==> src/rtl/store_buffer_pkg.sv <==
`default_nettype none
// ============================================================================
//  Module   : store_buffer_pkg
//  Purpose  : Shared definitions for the store buffer: funct3 encodings, the
//             queued-entry layout and the byte-lane alignment helpers used for
//             both store alignment and load overlap masks.
//  Contents : F3_* funct3 constants, sb_entry_t, lane_t, byte_mask(),
//             lane_align().
//  Revision : 1.0 - initial release
// ============================================================================
package store_buffer_pkg;

  localparam logic [2:0] F3_SB  = 3'b000;
  localparam logic [2:0] F3_SH  = 3'b001;
  localparam logic [2:0] F3_SW  = 3'b010;
  localparam logic [2:0] F3_LBU = 3'b100;
  localparam logic [2:0] F3_LHU = 3'b101;

  // Word-address field is sized for the widest byte address the block can be
  // built with; narrower builds leave the upper bits at zero.
  localparam int WADDR_MAX_W = 30;

  typedef struct packed {
    logic [WADDR_MAX_W-1:0] waddr;
    logic [31:0]            wdata;
    logic [3:0]             be;
  } sb_entry_t;

  typedef struct packed {
    logic [31:0] wdata;
    logic [3:0]  be;
    logic        ok;
  } lane_t;

  // Returns {ok, be}. ok is low for misaligned half/word or unknown sizes.
  function automatic logic [4:0] byte_mask(input logic [1:0] addr,
                                           input logic [2:0] funct3);
    logic [3:0] be;
    logic       ok;
    be = 4'b0000;
    ok = 1'b0;
    case (funct3)
      F3_SB: begin
        be = 4'b0001 << addr;
        ok = 1'b1;
      end
      F3_SH: begin
        be = addr[1] ? 4'b1100 : 4'b0011;
        ok = ~addr[0];
      end
      F3_SW: begin
        be = 4'b1111;
        ok = (addr == 2'b00);
      end
      default: ;
    endcase
    return {ok, be};
  endfunction

  // Replicates the significant low bytes across every lane so the byte
  // enables alone select what memory actually writes.
  function automatic lane_t lane_align(input logic [1:0]  addr,
                                       input logic [2:0]  funct3,
                                       input logic [31:0] data);
    lane_t      r;
    logic [4:0] m;
    m       = byte_mask(addr, funct3);
    r.ok    = m[4];
    r.be    = m[3:0];
    case (funct3)
      F3_SB:   r.wdata = {4{data[7:0]}};
      F3_SH:   r.wdata = {2{data[15:0]}};
      default: r.wdata = data;
    endcase
    return r;
  endfunction

endpackage
`default_nettype wire

==> src/rtl/store_buffer_fifo.sv <==
`default_nettype none
// ============================================================================
//  Module   : sb_fifo
//  Purpose  : Generic DEPTH-entry register FIFO. All storage is exposed,
//             together with a per-slot valid mask, so a parent can search the
//             pending entries. Push while full and pop while empty are ignored.
//  Ports    : clk, reset (async, active high), push/push_data, pop,
//             full, empty, entries[DEPTH], slot_valid[DEPTH], rd_ptr.
//  Revision : 1.0 - initial release
// ============================================================================
module sb_fifo #(
  parameter int  DEPTH = 4,
  parameter type T     = logic [7:0]
) (
  input  logic                       clk,
  input  logic                       reset,
  input  logic                       push,
  input  T                           push_data,
  input  logic                       pop,
  output logic                       full,
  output logic                       empty,
  output T [DEPTH-1:0]               entries,
  output logic [DEPTH-1:0]           slot_valid,
  output logic [$clog2(DEPTH)-1:0]   rd_ptr
);

  localparam int PTR_W = $clog2(DEPTH);

  logic [PTR_W-1:0] r_wr_ptr;
  logic [PTR_W:0]   r_count;
  logic             w_do_push;
  logic             w_do_pop;

  assign full      = (r_count == (PTR_W+1)'(DEPTH));
  assign empty     = (r_count == '0);
  assign w_do_push = push && !full;
  assign w_do_pop  = pop && !empty;

  // Pointers wrap naturally because DEPTH is a power of two.
  always_ff @(posedge clk or posedge reset) begin
    if (reset) begin
      rd_ptr   <= '0;
      r_wr_ptr <= '0;
      r_count  <= '0;
      entries  <= '0;
    end else begin
      if (w_do_push) begin
        entries[r_wr_ptr] <= push_data;
        r_wr_ptr          <= r_wr_ptr + 1'b1;
      end
      if (w_do_pop) begin
        rd_ptr <= rd_ptr + 1'b1;
      end
      case ({w_do_push, w_do_pop})
        2'b10:   r_count <= r_count + 1'b1;
        2'b01:   r_count <= r_count - 1'b1;
        default: ;
      endcase
    end
  end

  // A slot holds a live entry when its distance from the head is below count.
  for (genvar i = 0; i < DEPTH; i++) begin : g_slot
    logic [PTR_W-1:0] w_offset;
    assign w_offset      = PTR_W'(i) - rd_ptr;
    assign slot_valid[i] = ({1'b0, w_offset} < r_count);
  end

endmodule
`default_nettype wire

==> src/rtl/store_buffer.sv <==
`default_nettype none
// ============================================================================
//  Module   : store_buffer
//  Purpose  : Store stage in front of the data memory. Aligns SB/SH/SW data
//             into byte lanes, queues stores in order and drains them with a
//             valid/ack handshake. Flags loads overlapping any pending store.
//  Ports    : clk, reset (async, active high)
//             st_valid/st_ready/st_addr/st_data/st_funct3 - store request
//             misalign  - one-cycle pulse after a dropped (misaligned) store
//             mem_wr_en/mem_addr/mem_wdata/mem_be/mem_ack - memory write port
//             ld_valid/ld_addr/ld_funct3/ld_hazard - load overlap check
//             empty, stall_cnt
//  Options  : STORE_BUFFER_STATS_EN - enables the saturating stall_cnt
//             counter; otherwise stall_cnt is tied to zero.
//  Revision : 1.0 - initial release
// ============================================================================
module store_buffer
  import store_buffer_pkg::*;
#(
  parameter int DEPTH  = 4,
  parameter int ADDR_W = 9,
  parameter int DATA_W = 32
) (
  input  logic              clk,
  input  logic              reset,
  input  logic              st_valid,
  output logic              st_ready,
  input  logic [ADDR_W-1:0] st_addr,
  input  logic [DATA_W-1:0] st_data,
  input  logic [2:0]        st_funct3,
  output logic              misalign,
  output logic              mem_wr_en,
  output logic [ADDR_W-3:0] mem_addr,
  output logic [DATA_W-1:0] mem_wdata,
  output logic [3:0]        mem_be,
  input  logic              mem_ack,
  input  logic              ld_valid,
  input  logic [ADDR_W-1:0] ld_addr,
  input  logic [2:0]        ld_funct3,
  output logic              ld_hazard,
  output logic              empty,
  output logic [15:0]       stall_cnt
);

  localparam int PTR_W = $clog2(DEPTH);

  lane_t                  w_align;
  sb_entry_t              w_entry;
  logic                   w_accept;
  logic                   w_push;
  logic                   w_pop;
  logic                   w_full;
  logic                   w_empty;
  sb_entry_t [DEPTH-1:0]  w_entries;
  logic [DEPTH-1:0]       w_slot_valid;
  logic [PTR_W-1:0]       w_rd_ptr;
  logic [2:0]             w_ld_size;
  logic [4:0]             w_ld_mask_raw;
  logic [3:0]             w_ld_mask;
  logic [WADDR_MAX_W-1:0] w_ld_waddr;
  logic                   w_hit;
  logic                   r_misalign;

  // --------------------------------------------------------------------------
  // Store acceptance and alignment
  // --------------------------------------------------------------------------
  always_comb begin
    w_align                    = lane_align(st_addr[1:0], st_funct3, st_data);
    w_entry                    = '0;
    w_entry.waddr[ADDR_W-3:0]  = st_addr[ADDR_W-1:2];
    w_entry.wdata              = w_align.wdata;
    w_entry.be                 = w_align.be;
  end

  // No full-bypass: readiness depends only on the registered occupancy.
  assign st_ready = !w_full;
  assign w_accept = st_valid && st_ready;
  assign w_push   = w_accept && w_align.ok;
  assign w_pop    = mem_ack && !w_empty;

  // A bad store still completes its handshake; it is simply not queued.
  always_ff @(posedge clk or posedge reset) begin
    if (reset) begin
      r_misalign <= 1'b0;
    end else begin
      r_misalign <= w_accept && !w_align.ok;
    end
  end
  assign misalign = r_misalign;

  // --------------------------------------------------------------------------
  // Entry storage
  // --------------------------------------------------------------------------
  sb_fifo #(
    .DEPTH (DEPTH),
    .T     (sb_entry_t)
  ) u_fifo (
    .clk        (clk),
    .reset      (reset),
    .push       (w_push),
    .push_data  (w_entry),
    .pop        (w_pop),
    .full       (w_full),
    .empty      (w_empty),
    .entries    (w_entries),
    .slot_valid (w_slot_valid),
    .rd_ptr     (w_rd_ptr)
  );

  // Memory side is driven purely from stored state.
  assign empty     = w_empty;
  assign mem_wr_en = !w_empty;
  assign mem_addr  = w_entries[w_rd_ptr].waddr[ADDR_W-3:0];
  assign mem_wdata = w_entries[w_rd_ptr].wdata;
  assign mem_be    = w_entries[w_rd_ptr].be;

  // --------------------------------------------------------------------------
  // Load overlap detection
  // --------------------------------------------------------------------------
  // Unsigned load encodings share the signed sizes; anything unrecognised or
  // misaligned conservatively covers the whole word.
  always_comb begin
    case (ld_funct3)
      F3_LBU:  w_ld_size = F3_SB;
      F3_LHU:  w_ld_size = F3_SH;
      default: w_ld_size = ld_funct3;
    endcase
    w_ld_mask_raw = byte_mask(ld_addr[1:0], w_ld_size);
    w_ld_mask     = w_ld_mask_raw[4] ? w_ld_mask_raw[3:0] : 4'b1111;
    w_ld_waddr                 = '0;
    w_ld_waddr[ADDR_W-3:0]     = ld_addr[ADDR_W-1:2];
  end

  // The head stays in the search until the edge that retires it.
  always_comb begin
    w_hit = 1'b0;
    for (int i = 0; i < DEPTH; i++) begin
      if (w_slot_valid[i] && (w_entries[i].waddr == w_ld_waddr) &&
          ((w_entries[i].be & w_ld_mask) != 4'b0000)) begin
        w_hit = 1'b1;
      end
    end
  end
  assign ld_hazard = ld_valid && w_hit;

  // --------------------------------------------------------------------------
  // Back-pressure statistics
  // --------------------------------------------------------------------------
`ifdef STORE_BUFFER_STATS_EN
  logic [15:0] r_stall_cnt;
  always_ff @(posedge clk or posedge reset) begin
    if (reset) begin
      r_stall_cnt <= '0;
    end else if (st_valid && !st_ready && (r_stall_cnt != 16'hFFFF)) begin
      r_stall_cnt <= r_stall_cnt + 16'd1;
    end
  end
  assign stall_cnt = r_stall_cnt;
`else
  assign stall_cnt = 16'h0000;
`endif

endmodule
`default_nettype wire

==> config.mk <==
export PLATFORM = sky130hd
export DESIGN_NAME = store_buffer
export DESIGN_NICKNAME = d
export VERILOG_FILES = /design/src/rtl/store_buffer_pkg.sv /design/src/rtl/store_buffer_fifo.sv /design/src/rtl/store_buffer.sv
export SDC_FILE = /design/constraint.sdc
export NUM_CORES = 1
export LEC_CHECK = 0
export ABC_AREA = 1
export BUFFER_PORTS_ARGS = -buffer_cell sky130_fd_sc_hd__buf_4
export CAP_MARGIN = 10
export CORE_ASPECT_RATIO = 1.5
export CORE_UTILIZATION = 54
export CTS_BUF_LIST = sky130_fd_sc_hd__clkbuf_8
export DETAILED_ROUTE_END_ITERATION = 7
export GPL_TIMING_DRIVEN = 0
export MAX_ROUTING_LAYER = met4
export PLACE_DENSITY = 0.79
export SKIP_CTS_REPAIR_TIMING = 1
export SYNTH_ARGS = -nofsm -noshare
export SYNTH_HDL_FRONTEND = slang
export SYNTH_SLANG_ARGS = --single-unit
==> constraint.sdc <==
create_clock -name clk -period 7.3 [get_ports clk]
set_input_delay 2.19 -clock clk [delete_from_list [all_inputs] [get_ports clk]]
set_output_delay 2.19 -clock clk [all_outputs]
set_load 0.03 [all_outputs]
After elaboration in Yosys (flattened, before gate mapping)

Cells that the tools add are included.

Word-level logic and storage cells: 100
Register bits: 272
Bits of input ports: 61

Mux-type cells: 19
Eq/ne operators: 13
Bitwise logic cells: 6
Order comparisons: 7
$add $sub $neg: 8
Shift-type cells: 2
Reductions and logical operators: 29

Operators by type and width:

| operator                                                   | count |
|---|---|
| bitwise mux 264 bit                                        | 1 |
| binary-select mux 66 bit (select 2 bit)                    | 1 |
| demux 66 bit (select 2 bit)                                | 1 |
| equality test 30 x 7 -> 1 bit                              | 4 |
| two-way mux 66 bit                                         | 1 |
| case mux 32 bit (2 select lines)                           | 1 |
| two-way mux 43 bit                                         | 1 |
| case mux 4 bit (3 select lines)                            | 2 |
| bitwise AND 4 bit                                          | 4 |
| logical AND 1 bit                                          | 16 |
| nonzero test 4 bit                                         | 4 |
| less-than comparator 2 x 3 -> 1 bit                        | 4 |
| two-way mux 4 bit                                          | 3 |
| case mux 3 bit (2 select lines)                            | 2 |
| equality test 3 bit, second input constant                 | 3 |
| zero test 3 bit                                            | 3 |
| left shift 1 x 2 -> 4 bit, first input constant            | 2 |
| equality test 3 x 1 -> 1 bit, second input constant        | 2 |
| equality test 3 x 2 -> 1 bit, second input constant        | 2 |
| less-than comparator 2 x 3 -> 1 bit, second input constant | 2 |
| case mux 1 bit (3 select lines)                            | 2 |
| adder 2 x 1 -> 2 bit, second input constant                | 2 |
| zero test 2 bit                                            | 2 |
| two-way mux 1 bit                                          | 4 |
| other kinds (10)                                           | 15 |

Depth between registers and ports, before layout

Depth in word-level cells: 13
Mapped depth: 13

Modules after synthesis

A second synthesis with hierarchy kept.

Cell total of the unflattened synthesis: 1806
Area, all modules: 14217.4 um2

By module, submodules not included:

| module       | seq. area each (um2) | times used | area an instance (um2) | cells each |
|---|---|---|---|---|
| sb_fifo      | 6781.5               | 1          | 11579.9                | 1246 |
| store_buffer | 25.0                 | 1          | 2637.5                 | 560 |

Least setup slack after synthesis

OpenSTA, ideal clock, no wires.

Path kind: input to output
From: in ld_addr[6]
To: out ld_hazard
Buffers on the path: 1
Data arrival time: 3336 ps
Slack: 1774 ps
Stages on the path: 8
Required time: 5110 ps
Path through: clkbuf_1 xnor2_1 nand3_1 nor3_1 o21ai_1 nand2_1 nor2_1 nor2_1

Cells in the longest elaborated chain, start to end: 8

RTL lines:

| what                            | line                | text |
|---|---|---|
| start: declaration              | store_buffer.sv:38  | `input logic [ADDR_W-1:0] ld_addr,` |
| equality test 30 x 7 -> 1 bit   | store_buffer.sv:138 | `if (w_slot_valid[i] && (w_entries[i].waddr == w_ld_waddr) &&` |
| logical AND 1 bit (2 in series) | store_buffer.sv:138 |  |
| two-way mux 1 bit (3 in series) | store_buffer.sv:138 |  |
| two-way mux 1 bit (*)           | store_buffer.sv:138 |  |
| logical AND 1 bit (*)           | store_buffer.sv:144 | `assign ld_hazard = ld_valid && w_hit;` |
| end: declaration                | store_buffer.sv:40  | `output logic ld_hazard,` |

Every way passes the cells marked *; elsewhere a longest branch is shown, timed or not.

Worst setup path in the final report

From: in ld_funct3[1]
To: out ld_hazard

Cells in the longest elaborated chain, start to end: 13

RTL lines:

| what                                                                                      | line                   | text |
|---|---|---|
| start: declaration                                                                        | store_buffer.sv:39     | `input logic [2:0] ld_funct3,` |
| equality test 3 bit                                                                       | store_buffer.sv:123    | `case (ld_funct3)` |
| case mux 3 bit (2 select lines) (*)                                                       | store_buffer.sv:123    |  |
| equality test 3 x 2 -> 1 bit, or another cell as far along                                | store_buffer_pkg.sv:42 | `case (funct3)` |
| case mux 4 bit (3 select lines) / case mux 1 bit (3 select lines) (equally long branches) | store_buffer_pkg.sv:42 |  |
| two-way mux 4 bit (*)                                                                     | store_buffer.sv:129    | `w_ld_mask = w_ld_mask_raw[4] ? w_ld_mask_raw[3:0] : 4'b1111;` |
| bitwise AND 4 bit                                                                         | store_buffer.sv:139    | `((w_entries[i].be & w_ld_mask) != 4'b0000)) begin` |
| nonzero test 4 bit                                                                        | store_buffer.sv:139    |  |
| logical AND 1 bit                                                                         | store_buffer.sv:138    |  |
| two-way mux 1 bit (3 in series)                                                           | store_buffer.sv:138    |  |
| two-way mux 1 bit (*)                                                                     | store_buffer.sv:138    |  |
| logical AND 1 bit (*)                                                                     | store_buffer.sv:144    |  |

Marked as above.

==> summary.md <==
| Metric | Value |
|---|---|
| Outcome | finished clean |
| Placed insts | 1420 |
| Fin crit share | 78.6% |
| P&R area growth vs syn | 16.5% |
| Final max-slew violation count | 0 |
| Post-synth EDFFs | 0 |
| Min-Delay Endpoint | u_fifo.entries[78]$_DFFE_PP0P_ |
| Nets | 1304 |
| Async set or reset register ratio after synthesis | 100% |
| # DRC | 0 |
| Power Total | 4.63 mW |
| Startpoint Class | input pin |
| Final setup vio count | 0 |
| Largest family of logic cells by synthesized area | simple AND/OR/NAND/NOR gates |
| Hold_sp | u_fifo.entries[78]$_DFFE_PP0P_ |
| Hold Path Stages | 2 |
| Via density | 5.56 |
| Worst path arrival time | 3.55 ns |
| FF-to-FF End | u_fifo.r_count[2]$_DFFE_PP0P_ |
| Comb pwr share | 48.4% |
| Lkg Pwr | 5.36 nW |
| First-pass GRT wire length | 40000 µm |
| Reg-to-reg slack, setup | 5.24 ns |
| PortBufs | 101 |
| Synth cell count leaders | nand2_1 (328), dfrtp_1 (180), o21ai_0 (111), inv_1 (107), nand3_1 (72) |
| Top post-synthesis cells by area | dfrtp_1 (50%), nand2_1 (14%), o21ai_0 (6.1%) |
| Relative slew slack | 43.3% |
| Compound-Gate Fraction of Synth Area | 15.5% |
| Slew @ Worst Pin | 0.842 ns |
| Internal power | 2.54 mW |
| DR iter-0 viols | 576 |
| Clock latency on the worst-skew pair | 0.45 ns |
| CTS root buffer | clkbuf_8 |
| Post-synthesis cell type count | 34 |
| Core box area | 16300 µm² |
| CTS Sinks | 180 |
| Layout cell share with drive strength beyond 1 | 16.1% |
| # diodes | 0 |
| CTS tree | built |
| Gpl congestion | 0.990 |
| Count of final hold-check violations | 0 |
| Routed WL per cell | 17.3 µm |
| Final wirelength | 25200 µm |
| Setup Skew | 0.0101 ns |
| Worst VDD drop | 0.307 mV |
| Seq pwr share | 36.9% |
| Fillcell total | 1451 |
| WS Path Type | input pin to primary output |
| Total gr overflow | 0 |
| DP HPWL | 18500 µm |
| Hold_ws | 0.482 ns |
| Top-area cell type share of the netlist area | 49.8% |
| Total power per unit cell area | 439 nW/µm² |
| Total CTS buffers | 17 |
| Crit Path Max Fanout | 6 |
| Row count | 57 |
| Reg2reg start | u_fifo.r_count[1]$_DFFE_PP0P_ |
| XOR/XNOR Fraction of Synth Area | 3.10% |
| Vias in the first global route | 7785 |
| I/O pin count | 125 |
| Largest net degree at the start of global routing | 99 |
| Drt first pass iters | 5 |
| Power share of the clock group | 14.7% |
| Starting Density | 55.7% |
| Sw frac | 45.2% |
| RSZ-0062 raised after global routing | false |
| Critical path capture point type | primary output |
| Die area | 17300 µm² |
| Final TNS setup | 0 ns |
| Clock-pin slew of the registers on the worst-case setup and hold paths | 0.09 ns |
| Worst Reg-to-Reg Cells | 11 |
| Htree depth | 4 |
| FMAX | 0.174 GHz |
| Mux share of post-synthesis cell area | 0% |
| Max Cap Viol | 0 |
| Synth warn | 0 |
| Cells after Synth | 1097 |
| Primary FF master, synth | dfrtp_1 |
| Flops & latches, synth | 180 |
| Initial antenna violation count | 0 |
| Routed via count | 8080 |
| Synth area leader | dfrtp_1 |
| Final Instance Count excl. Fillers | 1452 |
| Tmin final | 5.74 ns |
| Most frequent cell after synthesis | nand2_1 |
| Sw power | 2.09 mW |
| Post-route antenna net violation count | 0 |
| Finished Core Util | 64.9% |
| DIE WIDTH | 108 µm |
| GRT Util Overall | 31.3% |
| Worst endpoint required time | 5.11 ns |
| Simple-gate portion of the synthesized area | 20.2% |
| Register area share after synthesis | 49.8% |
| Synth Cell Area | 9050 µm² |
| Max clock buf depth | 2 |
| Die span in y | 161 µm |
| Area share of fa/ha/maj cells after synthesis | 1.47% |
| Hold WC Path Type | flop to flop |
| Syn avg cell area | 8.25 µm² |
sequential cells by signal, summed over array words and instances, names as in the netlist:
name and count:
u_fifo.r_wr_ptr 2, u_fifo.entries 172, u_fifo.rd_ptr 2, u_fifo.r_count 3
misalign 1
power groups by stage:
stage,clock [mW],sequential (mW),combinational [mW]
global route,0.724,1.75,2.43
global placement,0,1.70,2.18
CTS,0.685,1.70,2.23
detailed placement,0,1.72,2.22
finish,0.681,1.71,2.24
floorplan,0,1.66,1.51
critical path: stages:
cell	delay, ns
buf_4	0.11
inv_1	0.12
o21ai_0	0.12
nand2_1	0.14
nand3_1	0.17
nand2_1	0.10
nand2_1	0.05
o21ai_1	0.13
nand2_1	0.07
nor2_1	0.12
nor2_1	0.05
buf_4	0.16
layout by cell type, fill, tap and decap left out, types with 19 or more instances in the layout:
cell type / count
buf_2: 19
nor2_1: 28
o21ai_1: 29
nand3_1: 72
o221ai_1: 25
xnor2_1: 30
buf_4: 127
o21ai_0: 111
inv_1: 107
a22oi_1: 43
dfrtp_1: 180
clkbuf_1: 26
nand2_1: 328
logic make-up after synthesis:
logic type | count (synthesis)
adders and majority gates | 10
AOI/OAI and AO/OA | 234
xor gates and xnor gates | 32
buffers and inverters | 195
and+or+nand+nor | 445
other | 1
DFF | 180
how the worst max path moves through the flow:
stage | start | to | depth (start not counted)
final | ld_funct3[1] | ld_hazard | 12
after global routing | ld_funct3[1] | ld_hazard | 12
after CTS | ld_funct3[1] | ld_hazard | 12
after detailed placement | ld_funct3[1] | ld_hazard | 12
after global placement | reset | u_fifo.entries[224]$_DFFE_PP0P_ | 2
after floorplan | reset | misalign$_DFF_PP0_ | 1
stage by stage:
| stage | setup slack, ns | instance area, µm² |
|---|---|---|
| global placement | -1.74 | 10100 |
| floorplan | 0.223 | 9110 |
| CTS | 1.59 | 10500 |
| global route | 1.34 | 10500 |
| detailed placement | 1.59 | 10200 |
| finish | 1.56 | 10500 |
metal layers:
layer  track usage, %  share of wire (%)  vias up
met5                -                  0        -
met1             36.9                 39     3816
met3             4.46                6.3       79
li1                 -                  -     3820
met4             16.1                4.6        0
met2             51.9                 50      365
final cells by class:
| type | instances | area (µm²) | area share [%] |
|---|---|---|---|
| flip-flops and latches | 180 | 4500 | 42.7 |
| multi-input cells | 737 | 3700 | 35.0 |
| repair buffers | 102 | 786 | 7.45 |
| plain buffers | 83 | 474 | 4.50 |
| inverters | 112 | 440 | 4.18 |
| well taps | 206 | 258 | 2.44 |
| clock buffers | 18 | 248 | 2.35 |
| clock inverters | 14 | 141 | 1.34 |
Power figures use the tool's default switching activity.
